[src/rtl/spi_master_xfer_seq.sv]
// Transfer sequencer for an SPI master. It frames each transfer with CS setup and hold,
// runs the write and read byte handshakes with the shift engine, and repeats after a delay.
module spi_master_xfer_seq (
  input  logic        sys_clk,
  input  logic        sys_rst_n,
  input  logic        sys_xfer_start,
  input  logic [15:0] sys_xfer_count,
  input  logic [15:0] sys_xfer_delay,
  input  logic [15:0] sys_cs_count,
  input  logic [15:0] sys_wr_byte_count,
  input  logic [15:0] sys_rd_byte_count,
  input  logic [15:0] sys_rd_delay_count,
  output logic        byte_req,
  output logic        byte_wr,
  input  logic        byte_ack,
  output logic        wb_rd_en,
  output logic        rb_wr_en,
  output logic        cs_active,
  output logic        p_xfer_status,
  output logic        xfer_done
);
  typedef enum logic [2:0] {IDLE, CS_SETUP, WR, GAP, RD, CS_HOLD, DELAY} state_e;

  state_e      state_q, state_d;
  logic        start_q, start_d;
  logic [15:0] xfer_cnt_q, xfer_cnt_d, delay_q, delay_d, cs_q, cs_d;
  logic [15:0] wr_q, wr_d, rd_q, rd_d, rd_dly_q, rd_dly_d;
  logic [15:0] cyc_q, cyc_d, byte_q, byte_d;
  logic        req_q, req_d, wb_q, wb_d, rb_q, rb_d;
  logic        busy_q, busy_d, done_q, done_d, abort_q, abort_d;
  logic        launch, timer_done, ack_hit, last_byte, end_seq, in_byte_phase;
  logic [15:0] timer_len, byte_limit;

  assign launch        = (state_q == IDLE) && sys_xfer_start && !start_q;
  assign in_byte_phase = (state_q == WR) || (state_q == RD);
  assign byte_limit    = (state_q == WR) ? wr_q : rd_q;
  assign ack_hit       = in_byte_phase && req_q && byte_ack;
  assign last_byte     = ack_hit && ((byte_q + 16'd1) == byte_limit);
  assign end_seq       = (xfer_cnt_q == 16'd1) || abort_q || !sys_xfer_start;

  always_comb begin
    case (state_q)
      CS_SETUP, CS_HOLD: timer_len = cs_q;
      GAP:               timer_len = rd_dly_q;
      DELAY:             timer_len = delay_q;
      default:           timer_len = 16'd0;
    endcase
  end

  // A count of 0 behaves like 1: the compare already passes on the first cycle.
  assign timer_done = ({1'b0, cyc_q} + 17'd1) >= {1'b0, timer_len};

  always_ff @(posedge sys_clk or negedge sys_rst_n) begin
    if (!sys_rst_n) state_q <= IDLE;
    else            state_q <= state_d;
  end

  always_comb begin
    state_d = state_q;
    case (state_q)
      IDLE:     if (launch && (sys_xfer_count != 16'd0)) state_d = CS_SETUP;
      CS_SETUP: if (timer_done) state_d = (wr_q != 16'd0) ? WR :
                                          (rd_q != 16'd0) ? GAP : CS_HOLD;
      WR:       if (last_byte) state_d = (rd_q != 16'd0) ? GAP : CS_HOLD;
      GAP:      if (timer_done) state_d = RD;
      RD:       if (last_byte) state_d = CS_HOLD;
      CS_HOLD:  if (timer_done) state_d = end_seq ? IDLE : DELAY;
      DELAY:    if (timer_done) state_d = CS_SETUP;
      default:  state_d = IDLE;
    endcase
  end

  always_comb begin
    start_d    = sys_xfer_start;
    xfer_cnt_d = xfer_cnt_q;
    delay_d    = delay_q;
    cs_d       = cs_q;
    wr_d       = wr_q;
    rd_d       = rd_q;
    rd_dly_d   = rd_dly_q;
    busy_d     = busy_q;
    abort_d    = abort_q;
    done_d     = 1'b0;
    wb_d       = 1'b0;
    rb_d       = 1'b0;
    req_d      = req_q;
    byte_d     = byte_q;
    cyc_d      = (state_d != state_q || state_q == IDLE) ? 16'd0 : cyc_q + 16'd1;

    if (launch) begin
      xfer_cnt_d = sys_xfer_count;
      delay_d    = sys_xfer_delay;
      cs_d       = sys_cs_count;
      wr_d       = sys_wr_byte_count;
      rd_d       = sys_rd_byte_count;
      rd_dly_d   = sys_rd_delay_count;
      abort_d    = 1'b0;
      if (sys_xfer_count == 16'd0) done_d = 1'b1;
      else                         busy_d = 1'b1;
    end

    if (busy_q && !sys_xfer_start) abort_d = 1'b1;

    // After each ack, byte_req stays low for one cycle before the next byte is requested.
    if (in_byte_phase) begin
      if (ack_hit) begin
        req_d  = 1'b0;
        byte_d = byte_q + 16'd1;
        if (state_q == RD) rb_d = 1'b1;
      end else if (!req_q && (byte_q != byte_limit)) begin
        req_d = 1'b1;
        if (state_q == WR) wb_d = 1'b1;
      end
    end
    if (state_d != state_q) byte_d = 16'd0;

    if ((state_q == CS_HOLD) && timer_done) begin
      xfer_cnt_d = xfer_cnt_q - 16'd1;
      if (end_seq) begin
        done_d = 1'b1;
        busy_d = 1'b0;
      end
    end
  end

  always_ff @(posedge sys_clk or negedge sys_rst_n) begin
    if (!sys_rst_n) begin
      start_q    <= 1'b0;
      xfer_cnt_q <= 16'd0;
      delay_q    <= 16'd0;
      cs_q       <= 16'd0;
      wr_q       <= 16'd0;
      rd_q       <= 16'd0;
      rd_dly_q   <= 16'd0;
      cyc_q      <= 16'd0;
      byte_q     <= 16'd0;
      req_q      <= 1'b0;
      wb_q       <= 1'b0;
      rb_q       <= 1'b0;
      busy_q     <= 1'b0;
      done_q     <= 1'b0;
      abort_q    <= 1'b0;
    end else begin
      start_q    <= start_d;
      xfer_cnt_q <= xfer_cnt_d;
      delay_q    <= delay_d;
      cs_q       <= cs_d;
      wr_q       <= wr_d;
      rd_q       <= rd_d;
      rd_dly_q   <= rd_dly_d;
      cyc_q      <= cyc_d;
      byte_q     <= byte_d;
      req_q      <= req_d;
      wb_q       <= wb_d;
      rb_q       <= rb_d;
      busy_q     <= busy_d;
      done_q     <= done_d;
      abort_q    <= abort_d;
    end
  end

  always_comb begin
    cs_active     = (state_q != IDLE) && (state_q != DELAY);
    byte_req      = req_q;
    byte_wr       = req_q && (state_q == WR);
    wb_rd_en      = wb_q;
    rb_wr_en      = rb_q;
    p_xfer_status = busy_q;
    xfer_done     = done_q;
  end
endmodule

[config.mk]
export PLATFORM = sky130hd
export DESIGN_NAME = spi_master_xfer_seq
export DESIGN_NICKNAME = d
export VERILOG_FILES = /design/src/rtl/spi_master_xfer_seq.sv
export SDC_FILE = /design/constraint.sdc
export NUM_CORES = 1
export LEC_CHECK = 0
export CORE_MARGIN = 4
export CORE_UTILIZATION = 49
export DETAILED_ROUTE_END_ITERATION = 10
export PLACE_DENSITY = 0.81
export SLEW_MARGIN = 30
export SYNTH_ARGS = -nofsm -noshare
export SYNTH_HDL_FRONTEND = slang
export SYNTH_SLANG_ARGS = --single-unit
[constraint.sdc]
create_clock -name sys_clk -period 10 [get_ports sys_clk]
set_input_delay 2 -clock sys_clk [delete_from_list [all_inputs] [get_ports sys_clk]]
set_output_delay 2 -clock sys_clk [all_outputs]
set_load 0.02 [all_outputs]
* Word-level counts from Yosys, hierarchy flattened
Cells that the tools add are included.
** Operators by class
- Mux-type cells :: 38
- Reduce and logical (&&, ||, !) cells :: 32
- Add/subtract/negate cells :: 4
- Magnitude comparators :: 1
- Equality and inequality tests :: 11
** Operators with widths (number)
- 16-bit 2-to-1 mux :: 7
- 16-bit case mux with 3 select lines :: 1
- 16-bit nonzero test :: 3
- 16-bit by 1-bit adder with 16-bit output (second input constant) :: 2
- 3-bit 2-to-1 mux :: 10
- 3-bit case mux with 7 select lines :: 1
- 1-bit 2-to-1 mux :: 19
- 16-bit by 1-bit adder with 17-bit output (second input constant) :: 1
- 17-bit by 16-bit >= comparator with 1-bit output :: 1
- 16-bit by 1-bit == test with 1-bit output (second input constant) :: 1
- 16-bit == test :: 1
- 16-bit zero test :: 1
- 16-bit != test :: 1
- 16-bit by 1-bit subtractor with 16-bit output (second input constant) :: 1
- 1-bit logical AND :: 11
- 2-bit nonzero test :: 5
- 3-bit == test (second input constant) :: 3
- 3-bit by 2-bit == test with 1-bit output (second input constant) :: 2
- 1-bit logical OR :: 4
- 2-bit AND reduction :: 2
- 3-bit by 1-bit == test with 1-bit output (second input constant) :: 1
- 1-bit zero test :: 3
- 3-bit zero test :: 1
- 3-bit != test :: 1
- other kinds (3) :: 3
** Word-level totals
- Output and inout port bits :: 7
- Flip-flop bits (word level) :: 138
- Word-level logic and storage cells :: 102
- Input bits :: 100

* Depth between registers and ports, before layout
- Depth in word-level cells :: 10
- Gate-level depth with buffers :: 17
- Gate-level depth less buffers :: 13

* Least setup slack after synthesis
OpenSTA, ideal clock, no wires.
- Kind :: register -> register
- Start point :: register state_q[2]
- End point :: register xfer_cnt_q[3]
- Arrival time :: 3.739 ns
- Setup time :: 0.130 ns
- Period minus slack after synthesis :: 3.868 ns
- Buffers on the path :: 4
- Data required time :: 9.870 ns
- Cell stages (with the launch flop) :: 18
- Slack :: 6.132 ns
- Cell sequence :: dfrtp_1 clkbuf_1 inv_1 nor2_1 clkbuf_1 a22oi_1 nor2_1 a21oi_1 ha_1 a21o_1 a21oi_1 a21oi_1 o31a_1 o211ai_1 buf_2 buf_1 mux2i_1 a21oi_1
** On the way
- Word-level cells in the longest chain between the ends :: 6
- Elaborated cells between the ends (all ways) :: 13
- Those cells by class :: order compare: 1; eq/ne: 4; mux: 2; reduce/logical: 6
** RTL lines
- start, declared :: RTL line 24 : state_e state_q, state_d;
- start signal, assigned :: RTL line 55 : else state_q <= state_d;
- 3-bit == test / 3-bit by 1-bit == test with 1-bit output (equally long branches) :: RTL line 42, 117
- 2-bit OR reduction :: RTL line 42 : case (state_q)
- 16-bit case mux with 3 select lines :: RTL line 42
- 17-bit by 16-bit >= comparator with 1-bit output :: RTL line 51 : assign timer_done = ({1'b0, cyc_q} + 17'd1) >= {1'b0, timer_len};
- 1-bit logical AND :: RTL line 117 : if ((state_q == CS_HOLD) && timer_done) begin
- 16-bit 2-to-1 mux / 2-bit nonzero test (equally long branches)
- end signal, assigned :: RTL line 145 : xfer_cnt_q <= xfer_cnt_d;
- end, declared :: RTL line 26 : logic [15:0] xfer_cnt_q, xfer_cnt_d, delay_q, delay_d, cs_q, cs_d;
Parallel ways exist; a longest one is shown, timed or not.
A chain may end at the register's enable or synchronous reset.

* Final worst setup path
- Start point :: register state_q[0]
- End point :: register xfer_cnt_q[15]
Same word-level chain as after synthesis.

==> results.txt <==
The run finished with clean final reports. The final setup skew is roughly 0.010 ns. Yosys attributes the largest share of cell area to dfrtp_1 45%, nand2_1 15%, xnor2_1 4.5%. The number of global-route vias before repair was 6524. The average wire per standard cell came out at between 15 and 20 microns. The number of enable flip-flop cells after synthesis came out at 0.

dfrtp_1 takes more of the synthesized area than any other cell. The register bit count reported by yosys is roughly 140. The number of max-cap violations is 0. The via count of the routed design came out at approximately 6500. The critical path in this run is classified as reg2reg. In this run the mean area of a mapped cell was slightly below 9 sq um. Among the stages of the critical path, the cell type that occurs most often is a21oi_1. The signal on the critical path passes through inv_1 > nor2_2 > a22oi_1 > nor2_1 > a21oi_1 > ha_1 > a21oi_1 > o21ai_0 > o31a_1 > o211ai_1 > buf_4 > mux2_2 > a221o_1.

Clock tree synthesis selected as its root buffer the cell clkbuf_16. The number of placement rows is between 40 and 50. The combinational power share came out at between 30% and 40%. The fraction of layout cells with a size suffix above 1 is 5.561%. The placer's final routability congestion estimate is 0.8890. The worst hold slack after final layout came out at approximately 0.48 ns.

The netlist area before placement came out at 0.007629 sq mm. 0 antenna diodes ended up in the layout. For this design, the slowest cell found on the critical path is dfrtp_1. The residual DRC count is 0. The total routing usage reported by global routing is between 20% and 30%. The total number of yosys warnings came out at 0. The number of hold-repair buffers added at the cts stage is 0. At the later pin of the worst-skew pair, clock insertion delay measures between 0.4 and 0.5 ns. The top routing layer in use is met4. After synthesis, the most frequently instantiated cells are 296 x nand2_1, 138 x dfrtp_1, 39 x nor2_1, 39 x xnor2_1, 35 x clkbuf_1. The async set or reset register ratio after synthesis is 100.0%. The leakage power figure is 4.270 nW.

The maximum clock frequency is roughly 230 MHz. The wire length the detailed router placed on met1 is ~9000 microns. The final critical-path share of the clock period is between 40% and 50%. STA puts the critical path data arrival time at 4.74 ns. The part of the Yosys area used for sequential elements is a little under half. The post-synthesis net count came out at ~990. The total met3 wirelength after detailed routing is roughly 1100 microns. Counting along the longest clock path gives a buffer depth of 2. The final number of hold-violating endpoints is 0. The placed wire-length estimate after detailed placement is ~14000 microns. Summed over all layers, the routed wires come to 19460 microns. The number of detailed-routing iterations run before antenna repair is 5. The global-route wire length before repair came out at 32180 microns. The final count of negative-setup-slack endpoints is 0. The count of final max-slew check failures is 0. The antenna violation net count after detailed routing came out at 0. The floorplan step defined a die boundary enclosing 0.01763 sq mm. Setup repair after global routing left no endpoint under its margin. STA classifies the critical path endpoint as a register. After floorplanning, the core was sized to cover roughly 0.015 sq mm. The area growth from synthesis to layout is 22.70%. The power per cell area came out at 246.4 mW/mm^2. In this run the power spent charging and discharging nets is 0.8426 mW. The worst setup path is launched from a register.

In this run, the clock network consumes approximately a quarter of the power. The gate count after technology mapping is between 800 and 900. The die width is 132.8 microns. The switching fraction of total power came out at ~37%. The number of DRC markers after the initial detailed-route iteration came out at between 600 and 700. The type of the worst min-delay path is reg2reg.

The pin count of the biggest net entering global routing came out at 97. For the pin with the worst max-slew slack, the measured transition is approximately 0.9 ns. Dividing the detail-routed via count by the number of cells gives 5.648. Prior to clock tree synthesis, the placed netlist has a worst setup slack of roughly 5.6 ns. Headroom to the max-slew limit came out at just under 40%. The number of distinct library cells after synthesis came out at 63. In the synthesized netlist the dominant register cell turns out to be dfrtp_1. The number of antenna violations at the first check in global routing is 0. The leftover overflow at the end of global routing came out at 0.

The accumulated negative setup slack came out at 0 ns. TritonCTS built the clock tree. After clock tree synthesis, the setup repair step added 0 buffers. The cell-internal power came out at between 1 and 1.5 mW. Among all cell types in the netlist, the one instantiated most often is nand2_1. The number of nets at the end of the flow came out at ~1100. The number of I/O port buffers is between 100 and 150. The number of sinks driven by the clock tree is 138. The final setup slack of the worst path is around 5.6 ns. The delay of the slowest cell on the worst path is between 0.6 and 0.7 ns.

The highest net fanout along the worst path came out at 31. The worst-case IR drop observed on VDD is 0.1603 mV. The clock tree synthesis step divided the H-tree into 4 levels. Data on the critical path is required at its endpoint by between 10 and 15 ns. The post-route minimum period came out at approximately 4.4 ns. The die extent in y came out at about 130 microns. The clock buffer count from CTS came out at 17. The register share of total power is 40.6%.

The slack of the worst reg-to-reg path came out at 5.56 ns. In this run the biggest area consumer among cell types represents a little under half of the synthesized area. Once the floorplan was initialized, standard cells occupied 50.18% of the core.

around 110 I/O pins were placed. The post-cts gate resize count is 0. Wire segments on met2 add up to 9023 microns in the final route.

The clock slew at the register clock pins of the worst setup and hold paths came out at around 0.06 ns.
-- routing by layer --
metal  GRT usage [%]  vias up
li1                -     3168
met1           31.60     3132
met2           35.45      209
met3           4.449       37
met4           6.871        0
met5               0        -
-- power groups by stage --
stage	registers [mW]	clock network (mW)	logic, mW
after floorplan	0.880	0	0.592
after global placement	0.931	0	0.718
after detailed placement	0.938	0	0.750
after CTS	0.932	0.609	0.763
after global routing	0.962	0.641	0.861
final	0.937	0.605	0.765
-- logic make-up after synthesis --
| group | share of synthesized area, % |
|---|---|
| adder cells (fa/ha/maj) | 3.280 |
| AO/OA/AOI/OAI | 9.021 |
| multiplexers | 3.707 |
| XOR/XNOR | 6.987 |
| flip-flops | 45.27 |
| AND/OR/NAND/NOR | 28.01 |
| buffers and inverters | 3.723 |
-- placed cells by master (no fill, tap or decap), types with 21 or more instances in the layout --
master,count
nand2_1,296
dfrtp_1,138
clkdlybuf4s50_1,105
xnor2_1,39
nor2_1,36
nand3_1,25
a21oi_1,24
nor3_1,22
mux2i_1,21
-- area by class of cell --
class	instances	area [sq um]
tap	188	235.2
inverter	13	48.80
multi-input combinational	673	3911
timing repair buffer	116	1141
clock inverter	11	123.9
fill	1243	5842
clock buffer	20	446.7
sequential	138	3453
-- flip-flops by register name, indices dropped and copies added, names as in the netlist --
signal / count
cs_q: 16
rd_q: 16
byte_req: 1
rd_dly_q: 16
rb_wr_en: 1
p_xfer_status: 1
wr_q: 16
wb_rd_en: 1
xfer_done: 1
start_q: 1
cyc_q: 16
abort_q: 1
delay_q: 16
state_q: 3
byte_q: 16
xfer_cnt_q: 16
-- critical path: cells and delay by family, from the launching register on --
kind	cells	cell delay, ns
buf+inv	2	0.63
compound gates	7	1.53
mux	1	0.38
simple gates	2	0.80
flops	1	0.64
fa+ha+maj	1	0.35
-- path summary, 6_finish.rpt --
check,to,depth (start not counted),from
setup / recovery,xfer_cnt_q[15],13,state_q[0]
hold / removal,cs_q[13],2,cs_q[13]
hold reg to reg,cs_q[13],2,cs_q[13]
min in group asynchronous,rd_q[5],1,sys_rst_n
max in group asynchronous,byte_q[11],2,sys_rst_n
setup reg to reg,xfer_cnt_q[15],13,state_q[0]
-- metrics by stage --
step	utilization, %	cell area (sq um)	cells	total power, mW
4_1_cts	61.55	9356	1159	2.304
3_5_place_dp	57.79	8786	1128	1.688
3_3_place_gp	57.70	8771	1127	1.648
6_report	61.57	9360	1159	2.306
2_1_floorplan	-	7629	872	1.472
5_1_grt	61.57	9360	1159	2.464
Power figures use the tool's default switching activity.
